File: src/rtl/sseg_scan_driver.sv
// sseg_scan_driver: time-multiplexed common-anode seven-segment driver.
// Scans one digit per slot, decodes hex nibbles internally and swaps the
// displayed value only at frame boundaries so a frame never mixes old/new data.
//
// Handshake: load is a one-cycle strobe with no back-pressure. Every cycle it
// is high, value/dp_in are captured into staging. updated pulses for one cycle
// on the cycle after staging (or a coincident load) lands in the display register.
module sseg_scan_driver #(
    parameter int N_DIGITS     = 8,
    parameter int REFRESH_DIV  = 100000,
    parameter int BLANK_CYCLES = 1000
) (
    input  logic                  clk,
    input  logic                  reset_n,
    input  logic [4*N_DIGITS-1:0] value,
    input  logic [N_DIGITS-1:0]   dp_in,
    input  logic [N_DIGITS-1:0]   digit_en,
    input  logic                  blank_lz,
    input  logic                  load,
    output logic [N_DIGITS-1:0]   AN,
    output logic [6:0]            sseg,
    output logic                  DP,
    output logic                  updated
);

    localparam int CNT_W = $clog2(REFRESH_DIV);
    localparam int IDX_W = (N_DIGITS > 1) ? $clog2(N_DIGITS) : 1;
    localparam logic [CNT_W-1:0] CNT_MAX   = CNT_W'(REFRESH_DIV - 1);
    localparam logic [CNT_W-1:0] BLANK_LIM = CNT_W'(BLANK_CYCLES);
    localparam logic [IDX_W-1:0] IDX_MAX   = IDX_W'(N_DIGITS - 1);

    logic [CNT_W-1:0]      cnt;
    logic [IDX_W-1:0]      idx;
    logic [4*N_DIGITS-1:0] stage_val;
    logic [N_DIGITS-1:0]   stage_dp;
    logic [4*N_DIGITS-1:0] disp_val;
    logic [N_DIGITS-1:0]   disp_dp;
    logic                  pending;

    logic                  slot_end;
    logic                  frame_end;
    logic [3:0]            nib_sel;
    logic                  dp_sel;
    logic                  en_sel;
    logic                  upper_nz;
    logic                  lz_blank;
    logic                  visible;
    logic [N_DIGITS-1:0]   an_on;

    // Active-low {g,f,e,d,c,b,a} hex glyphs.
    function automatic logic [6:0] seg_decode(input logic [3:0] n);
        case (n)
            4'h0: seg_decode = 7'h40;
            4'h1: seg_decode = 7'h79;
            4'h2: seg_decode = 7'h24;
            4'h3: seg_decode = 7'h30;
            4'h4: seg_decode = 7'h19;
            4'h5: seg_decode = 7'h12;
            4'h6: seg_decode = 7'h02;
            4'h7: seg_decode = 7'h78;
            4'h8: seg_decode = 7'h00;
            4'h9: seg_decode = 7'h10;
            4'hA: seg_decode = 7'h08;
            4'hB: seg_decode = 7'h03;
            4'hC: seg_decode = 7'h46;
            4'hD: seg_decode = 7'h21;
            4'hE: seg_decode = 7'h06;
            default: seg_decode = 7'h0E;
        endcase
    endfunction

    assign slot_end  = (cnt == CNT_MAX);
    assign frame_end = slot_end && (idx == IDX_MAX);

    // Select the current digit's nibble/dp/enable and detect leading-zero blanking.
    always_comb begin
        nib_sel  = 4'h0;
        dp_sel   = 1'b0;
        en_sel   = 1'b0;
        upper_nz = 1'b0;
        an_on    = '1;
        for (int k = 0; k < N_DIGITS; k++) begin
            if (IDX_W'(k) == idx) begin
                nib_sel  = disp_val[4*k +: 4];
                dp_sel   = disp_dp[k];
                en_sel   = digit_en[k];
                an_on[k] = 1'b0;
            end
            if ((IDX_W'(k) >= idx) && (disp_val[4*k +: 4] != 4'h0))
                upper_nz = 1'b1;
        end
        lz_blank = blank_lz && (idx != '0) && !upper_nz;
        visible  = en_sel && !lz_blank;
    end

    // Slot counter and digit index; every digit owns a full slot even when dark.
    always_ff @(posedge clk) begin
        if (!reset_n) begin
            cnt <= '0;
            idx <= '0;
        end else if (slot_end) begin
            cnt <= '0;
            idx <= (idx == IDX_MAX) ? '0 : idx + 1'b1;
        end else begin
            cnt <= cnt + 1'b1;
        end
    end

    // Staging capture and frame-synchronous transfer; a load on the boundary goes straight through.
    always_ff @(posedge clk) begin
        if (!reset_n) begin
            stage_val <= '0;
            stage_dp  <= '0;
            disp_val  <= '0;
            disp_dp   <= '0;
            pending   <= 1'b0;
            updated   <= 1'b0;
        end else begin
            updated <= 1'b0;
            if (load) begin
                stage_val <= value;
                stage_dp  <= dp_in;
            end
            if (frame_end && load) begin
                disp_val <= value;
                disp_dp  <= dp_in;
                pending  <= 1'b0;
                updated  <= 1'b1;
            end else if (frame_end && pending) begin
                disp_val <= stage_val;
                disp_dp  <= stage_dp;
                pending  <= 1'b0;
                updated  <= 1'b1;
            end else if (load) begin
                pending <= 1'b1;
            end
        end
    end

    // Registered display outputs, one cycle behind (idx, cnt); dark during blanking or when not visible.
    always_ff @(posedge clk) begin
        if (!reset_n) begin
            AN   <= '1;
            sseg <= 7'h7F;
            DP   <= 1'b1;
        end else if ((cnt < BLANK_LIM) || !visible) begin
            AN   <= '1;
            sseg <= 7'h7F;
            DP   <= 1'b1;
        end else begin
            AN   <= an_on;
            sseg <= seg_decode(nib_sel);
            DP   <= ~dp_sel;
        end
    end

endmodule

File: config.mk
export PLATFORM = sky130hd
export DESIGN_NAME = sseg_scan_driver
export DESIGN_NICKNAME = d
export VERILOG_FILES = /design/src/rtl/sseg_scan_driver.sv
export SDC_FILE = /design/constraint.sdc
export NUM_CORES = 1
export LEC_CHECK = 0
export CAP_MARGIN = 20
export CORE_MARGIN = 2
export CORE_UTILIZATION = 35
export DETAILED_ROUTE_END_ITERATION = 8
export SLEW_MARGIN = 5
export SYNTH_ARGS = -nofsm -noshare
export SYNTH_HDL_FRONTEND = slang
export SYNTH_SLANG_ARGS = --single-unit
File: constraint.sdc
create_clock -name clk -period 3.3 [get_ports clk]
set_input_delay 0.495 -clock clk [delete_from_list [all_inputs] [get_ports clk]]
set_output_delay 0.495 -clock clk [all_outputs]
set_load 0.005 [all_outputs]
Yosys cells after proc, flatten, opt, wreduce, memory -nomap -nowiden
Memory sizes are Yosys's and may differ from the RTL's. A register that Yosys moved wholly into a read port is not among the register bits. Index checks and enable logic that the tools add are counted.

Register bits: 111. Bits in read-only memories: 112. Input bits: 52. Word-level logic and storage cells: 112. Memories: 1.

Add/sub/neg operators: 2. Order comparisons: 9. Equal/unequal tests: 9. Mux-type cells: 47. Bitwise operators: 2. Reduce and logical (&&, ||, !) cells: 32.

Memory list: (no name shown) (words 16, bits a word 7, read ports 1, clocked after memory_dff 1, write ports 0, line 52) `case (n)`.

Operators with widths (number): $mux 32 (2); $mux 1 (34); $mux 4 (8); $reduce_bool 4->1 (8); $add 17x1->17 const B (1); $eq 17x17->1 const B (1); $lt 17x10->1 const B (1); $mux 8 (2); $logic_and 1x1->1 (14); $eq 3x3->1 const A (4); $ge 3x3->1 const A (4); $eq 2x3->1 const A (2); $ge 1x3->1 const A (2); $ge 2x3->1 const A (2); $reduce_or 2->1 (2); $add 3x1->3 const B (1); $eq 1x3->1 const A (1); $eq 3x3->1 const B (1); $logic_not 1->1 (3); $logic_not 3->1 (1); $mux 3 (1); $reduce_bool 3->1 (1); $reduce_or 3->1 (1); $not 1->1 (2); other kinds (2) (2).

Longest topological paths before layout
Depth after elaboration: 17. Depth in mapped cells: 14. Gate-level depth less buffers: 12.

Worst setup path after synthesis
Ideal clock, no wire load.

Kind: register to register. Start point: register idx[0]. End point: register sseg[0]. Setup time: 0.079 ns. Arrival: 2.577 ns. Required time: 3.221 ns. Path slack: 0.644 ns. Cell stages (with the launch flop): 14. Cells stage by stage: dfxtp_1 > buf_2 > inv_1 > ha_1 > clkbuf_1 > nand2_1 > o211ai_1 > o21ai_0 > o2111ai_1 > ha_1 > inv_1 > a2111oi_0 > a31oi_1 > o211ai_1.

Word-level cells in the longest chain between the ends: 17. Elaborated cells on any way between the ends: 57.

RTL lines: start: declaration (line 33) `logic [IDX_W-1:0] idx;`; start signal: assignment (line 103) `idx <= (idx == IDX_MAX) ? '0 : idx + 1'b1;`; $ge 1x3->1 (line 89) `if ((IDX_W'(k) >= idx) && (disp_val[4*k +: 4] != 4'h0))`; $logic_and 1x1->1 (line 89); $mux 1 (8 in a row) (line 89); $logic_not 1->1 (line 92) `lz_blank = blank_lz && (idx != '0) && !upper_nz;`; $logic_and 1x1->1 (line 92); $logic_not 1->1 (line 93) `visible = en_sel && !lz_blank;`; $logic_and 1x1->1 (line 93); $logic_not 1->1 (line 146) `end else if ((cnt < BLANK_LIM) || !visible) begin`; $logic_or 1x1->1 (line 146); $reduce_or 2->1 (no source line); end: declaration (line 21) `output logic [6:0] sseg,`.

Several ways; a longest one is shown, not always the timed one. A chain may end at the register's enable or synchronous reset.

Final worst setup path
Start point: register idx[1]. End point: register sseg[3].

Same word-level chain as after synthesis.

==> flow_metrics.env <==
export IMPL_status="complete, no violations"
export IMPL_r2r_end="sseg[3]$_SDFF_PP1_"
export IMPL_antenna_found_initial=0
export IMPL_syn_num_nets=678
export IMPL_fmax_ghz=0.3380
export IMPL_nets=730
export IMPL_synth_top_family_by_area="simple AND/OR/NAND/NOR gates"
export IMPL_yosysSeqAreaShare=0.4250
export IMPL_n_fill_cell=1520
export IMPL_wl_per_cell_um=14.71
export IMPL_io_pins=69
export IMPL_htree_levels=4
export IMPL_instances_no_fill=898
export IMPL_cts_setup_buffers=0
export IMPL_placed_cells=866
export IMPL_clock_path_buffers=2
export IMPL_dp_hpwl_um=9520
export IMPL_grt_usage=0.1636
export IMPL_die_y_um=130.0
export IMPL_rr_worst_depth=11
export IMPL_muxShareOfSynthArea=0.07834
export IMPL_crit_type="reg2reg"
export IMPL_finalSetupViolCount=0
export IMPL_synthSimpleGateAreaFrac=0.2148
export IMPL_clock_skew_ns=0.01503
export IMPL_grt_ovfl_total=0
export IMPL_crit_end="sseg[3]$_SDFF_PP1_"
export IMPL_drt_initial_drc_count=216
export IMPL_hold_buffers=0
export IMPL_die_x_um=130.0
export IMPL_diodes=0
export IMPL_r2r_slack_ns=0.34
export IMPL_clockRootBuffer="clkbuf_16"
export IMPL_fin_setup_tns_ns=0
export IMPL_avgSynthCellArea_um2=9.008
export IMPL_relSlewSlack=0.4886
export IMPL_worst_path_max_fanout=16
export IMPL_fin_crit_sh=0.8967
export IMPL_vias=4527
export IMPL_slew_violations=0
export IMPL_worst_setup_path_start_kind="register"
export IMPL_power_density_nw_per_um2=503.8
export IMPL_yosys_area_top_type="dfxtp_1"
export IMPL_hp_class="reg2reg"
export IMPL_rsz0062_at_grt="no"
export IMPL_startpoint="idx[1]$_SDFFE_PN0N_"
export IMPL_synth_xor_area_frac=0.02206
export IMPL_worstMarginPinSlew_ns=0.7661
export IMPL_synth_adder_area_share=0.02026
export IMPL_drive_gt1_frac=0.1158
export IMPL_crit_arrival_ns=3.30
export IMPL_drt_first_pass_iters=4
export IMPL_grt_pass1_vias=4398
export IMPL_worst_path_stages=11
export IMPL_gp_congestion=0.8753
export IMPL_dieArea_um2=16900
export IMPL_clkSinkCount=118
export IMPL_synth_compound_area_frac=0.1833
export IMPL_postRouteAntennaNets=0
export IMPL_yosys_warnings=0
export IMPL_clk_latency_ns=0.42
export IMPL_drt_wl_total_um=13210
export IMPL_grt_first_pass_wirelength_um=21620
export IMPL_coreArea_um2=15710
export IMPL_synthFlopType="dfxtp_1"
export IMPL_start_util=0.3537
export IMPL_maxCapViolations=0
export IMPL_fin_util=0.4458
export IMPL_worstPathRequired_ns=3.64
export IMPL_layout_common_cells="118 x dfxtp_1, 66 x clkdlybuf4s50_1, 63 x nor2_1, 61 x nor2b_1, 42 x mux2i_1"
export IMPL_min_period_ns=2.959
export IMPL_synth_cells=617
export IMPL_r2r_start="idx[1]$_SDFFE_PN0N_"
export IMPL_area_delta_synth_final_pct=26.02
export IMPL_grt_max_degree=58
export IMPL_cpMaxStageDelayCell="dfxtp_1"
export IMPL_cts_made_buffers=17
export IMPL_critPathMaxStageDelay_ns=0.59
export IMPL_ir_drop_v=0.0003561
export IMPL_syn_cell_area_um2=5558
export IMPL_via_per_inst=5.041
export IMPL_path_cells="ha_1, ha_2, nor4_1, a221oi_1, o221ai_1, inv_1, ha_1, inv_1, a2111oi_1, a31oi_1, o211ai_1"
export IMPL_end_kind="register"
export IMPL_cellLeakagePower_nw=2.859
export IMPL_cts_tree="yes"
export IMPL_portBuffers=68
export IMPL_rows=46
export IMPL_synth_seq_cells=118
export IMPL_final_common_cell="dfxtp_1"
export IMPL_synthTopCellsByArea="dfxtp_1 43%, mux2i_1 7.6%, nor2b_1 6.9%, o221a_2 5.3%, nor2_1 4.3%"
export IMPL_synth_async_reset_ratio=0
export IMPL_route_detailed_drc=0
export IMPL_hold_viol=0
export IMPL_synth_edf_count=0
export IMPL_cp_num_buf_inv=2
export IMPL_yosysUniqueCellTypes=56
export IMPL_critPathTopFamily="compound AO/OA/AOI/OAI gates"
export IMPL_synth_top_area_frac=0.4250
export IMPL_clkSlewWorstSetupHoldPaths_ns=0.05
-- sequential cells by signal, summed over array words and instances, names as in the netlist --
register	flops
DP	1
pending	1
disp_dp	8
stage_dp	8
sseg	7
disp_val	32
cnt	17
idx	3
stage_val	32
AN	8
updated	1
-- power breakdown --
group / switching (mW) / internal, mW / leakage, nW
clock: 0.609 / 1.23 / 0.299
combinational: 0.0963 / 0.115 / 1.60
sequential: 0.0205 / 1.46 / 0.960
-- layer usage --
layer / routed length [um] / part of all wire / global-route usage / up-vias
met4: 281 / 0.021 / 0.07084 / 0
li1: - / - / - / 2287
met1: 6228 / 0.47 / 0.2094 / 2111
met5: 0 / 0 / 0 / -
met2: 6098 / 0.46 / 0.2593 / 108
met3: 604 / 0.046 / 0.04510 / 21
-- area by class of cell --
cell class | count | area, um^2 | share of cell area
Timing Repair Buffer | 81 | 783.3 | 0.1118
Clock inverter | 7 | 91.34 | 0.01304
Tap cell | 216 | 270.3 | 0.03859
Clock buffer | 25 | 515.5 | 0.07360
Inverter | 24 | 90.09 | 0.01286
Multi-Input combinational cell | 427 | 2892 | 0.4128
Sequential cell | 118 | 2362 | 0.3373
-- stage by stage --
step	power, mW	hold WS (ns)	setup slack (ns)	cell area [um^2]
after floorplan	1.627	0.4296	0.6444	5558
after global placement	1.717	0.4451	0.3492	6394
after detailed placement	1.722	0.4512	0.1527	6394
after CTS	3.594	0.4630	0.1151	7000
after global routing	3.667	0.4809	0.01240	7004
final	3.529	0.4563	0.3410	7004
-- repair_timing --
item / 4_1_cts / 5_1_grt
endpoints found under the setup margin: 0 / 2
endpoints found under the hold margin: 0 / 0
gates resized for setup: 0 / 2
-- logic make-up (layout without fill, tap and decap cells) --
logic type / count (synthesis) / after routing
compound gates: 131 / 131
xor+xnor: 14 / 14
mux: 43 / 43
simple gates: 230 / 230
buf+inv: 72 / 137
fa+ha+maj: 9 / 9
flops: 118 / 118
-- Yosys cell counts (all sizes together), types with 2 or more instances --
| master | number |
|---|---|
| dfxtp | 118 |
| nor2 | 64 |
| nor2b | 61 |
| mux2i | 42 |
| a21oi | 41 |
| nand2 | 33 |
| clkbuf | 28 |
| o221a | 27 |
| inv | 24 |
| nand3 | 21 |
| buf | 20 |
| o211a | 13 |
| o21ai | 13 |
| nor4 | 11 |
| o211ai | 10 |
| ha | 9 |
| and3 | 8 |
| xor2 | 8 |
| xnor2 | 6 |
| a31oi | 5 |
| nand3b | 5 |
| nand4 | 5 |
| or3 | 5 |
| a211oi | 4 |
| and2 | 4 |
| nand2b | 4 |
| o221ai | 4 |
| a311oi | 3 |
| and3b | 3 |
| a221oi | 2 |
| nor3 | 2 |
-- how the worst min path moves through the flow --
stage,endpoint,startpoint,depth (start not counted),slack (ns)
2_1_floorplan,cnt[0]$_SDFF_PP0_,cnt[0]$_SDFF_PP0_,1,0.43
3_3_place_gp,cnt[0]$_SDFF_PP0_,cnt[0]$_SDFF_PP0_,1,0.45
3_5_place_dp,cnt[0]$_SDFF_PP0_,cnt[0]$_SDFF_PP0_,1,0.45
4_1_cts,cnt[0]$_SDFF_PP0_,cnt[0]$_SDFF_PP0_,1,0.46
5_1_grt,cnt[0]$_SDFF_PP0_,cnt[0]$_SDFF_PP0_,1,0.48
6_report,cnt[0]$_SDFF_PP0_,cnt[0]$_SDFF_PP0_,1,0.46
No activity file was read; power rests on OpenSTA's default activity.
==> RTL edit (same settings) <==
The parameter `N_DIGITS` goes from 8 to 16.
--- a/src/rtl/sseg_scan_driver.sv
+++ b/src/rtl/sseg_scan_driver.sv
@@ -8,3 +8,3 @@
 module sseg_scan_driver #(
-    parameter int N_DIGITS     = 8,
+    parameter int N_DIGITS     = 16,
     parameter int REFRESH_DIV  = 100000,
Ports: changed (resized AN, digit_en, dp_in and value); port bits go from 69 to 125. No check against the original RTL was run, so the function may have changed too.
==> RTL edit against the original RTL <==
Sequential cell count increased by 89. Wire length increased by 110%. Highest routed layer unchanged. Die area increased by 72%. Hold slack got worse by 0.059 ns. Total power increased by 54%. Global-route usage increased by 2.5 points. Clock power increased by 36%. Worst setup slack got worse by 0.040 ns. Area after synthesis increased by 75%. Cell area increased by 72%. Sequential power increased by 75%. Largest cell class unchanged.
==> RTL edit: results (changes against the original RTL) <==
status = finished clean
CP max stage cell = nor2b_4
CTS H-tree depth = 1 (-3)
first-pass GRT wire length = 43.5 mm (+100%)
WHS Path Cells = 3 (+2)
Hold Fails Final Rpt = 0 (unchanged)
Avg Vias per Cell = 5.29 (+4.8%)
Rel. slew slack = 30.5% (-18 points)
Seq/Total Area, Yosys = 42.7% (+0.22 points)
Area contributors post-synth = dfxtp_1, mux2i_1, nor2b_1
CTS Buffer Depth = 3 (+1)
GRT Total Usage = 18.9% (+2.5 points)
Syn Nets = 1136 (+68%)
Synth top cells by count = dfxtp_1, nand2_1, nor2b_1
hold crit path type = input port to flip-flop
Compound-Gate Fraction of Synth Area = 21.2% (+2.9 points)
Detailed Route WL = 27.8 mm (+110%)
DRT Pass-1 Iters = 5 (+1)
Static Leak = 4.78 nW (+67%)
Worst Hold Launch = load
Inserted Clock Buffers = 24 (+7)
Worst Reg-to-Reg Cells = 12 (+1)
Max stage delay on crit path = 0.54 ns (-0.05 ns)
fmax = 333 MHz (-1.3%)
largest net degree at the start of global routing = 112 (+93%)
largest registers = disp_val (64), stage_val (64), cnt (17)
vias in the first global route = 7700 (+75%)
post-synthesis mux area share = 8.80% (+0.96 points)
GPL Wtd Cong = 0.905 (+3.3%)
CP arrival = 3.44 ns (+0.14 ns)
IO Port Bufs = 124 (+82%)
layout cells sized above 1 = 9.87% (-1.7 points)
==> RTL edit: worst max-delay path, delay by kind of cell, from the launching register on <==
| kind | cells | cell delay (ns) |
|---|---|---|
| and+or+nand+nor | 1 | 0.54 |
| DFF | 1 | 0.32 |
| AOI/OAI and AO/OA | 7 | 1.44 |
| adders and majority gates | 1 | 0.22 |
| buffers and inverters | 3 | 0.41 |
==> RTL edit: power breakdown <==
part | switching [mW] | leakage, nW | internal (mW)
sequential | 0.0263 | 1.69 | 2.56
combinational | 0.153 | 2.73 | 0.200
clock | 1.01 | 0.360 | 1.49
==> RTL edit: routing by layer <==
| layer | share of wire (%) | track usage (%) | vias to the layer above |
|---|---|---|---|
| li1 | - | - | 3952 |
| met1 | 47 | 26.2 | 3799 |
| met2 | 46 | 30.8 | 232 |
| met3 | 5.1 | 3.09 | 35 |
| met4 | 2.0 | 4.35 | 0 |
| met5 | 0 | 0 | - |
==> RTL edit: per-stage QoR <==
stage | instance area (um2) | util (%) | worst slack [ns] | std cells
floorplan | 9700 | - | 0.242 | 1028
global placement | 11300 | 41.8 | 0.365 | 1479
detailed placement | 11300 | 41.8 | 0.248 | 1479
CTS | 12100 | 44.5 | 0.233 | 1517
global route | 12100 | 44.5 | 0.0387 | 1517
finish | 12100 | 44.5 | 0.301 | 1517
==> RTL edit: final timing paths <==
path                                   end  slack, ns
worst max-delay path               sseg[5]       0.30
worst min-delay path               pending       0.40
worst max register to register     sseg[5]       0.30
worst min register to register  disp_dp[0]       0.45
==> RTL edit: cell type report <==
class	instances	area, um2
fill	2619	15000
multi-input combinational	720	5060
sequential	207	4150
timing repair buffer	166	1600
clock buffer	34	678
tap	372	465
clock inverter	4	56.3
inverter	14	52.6
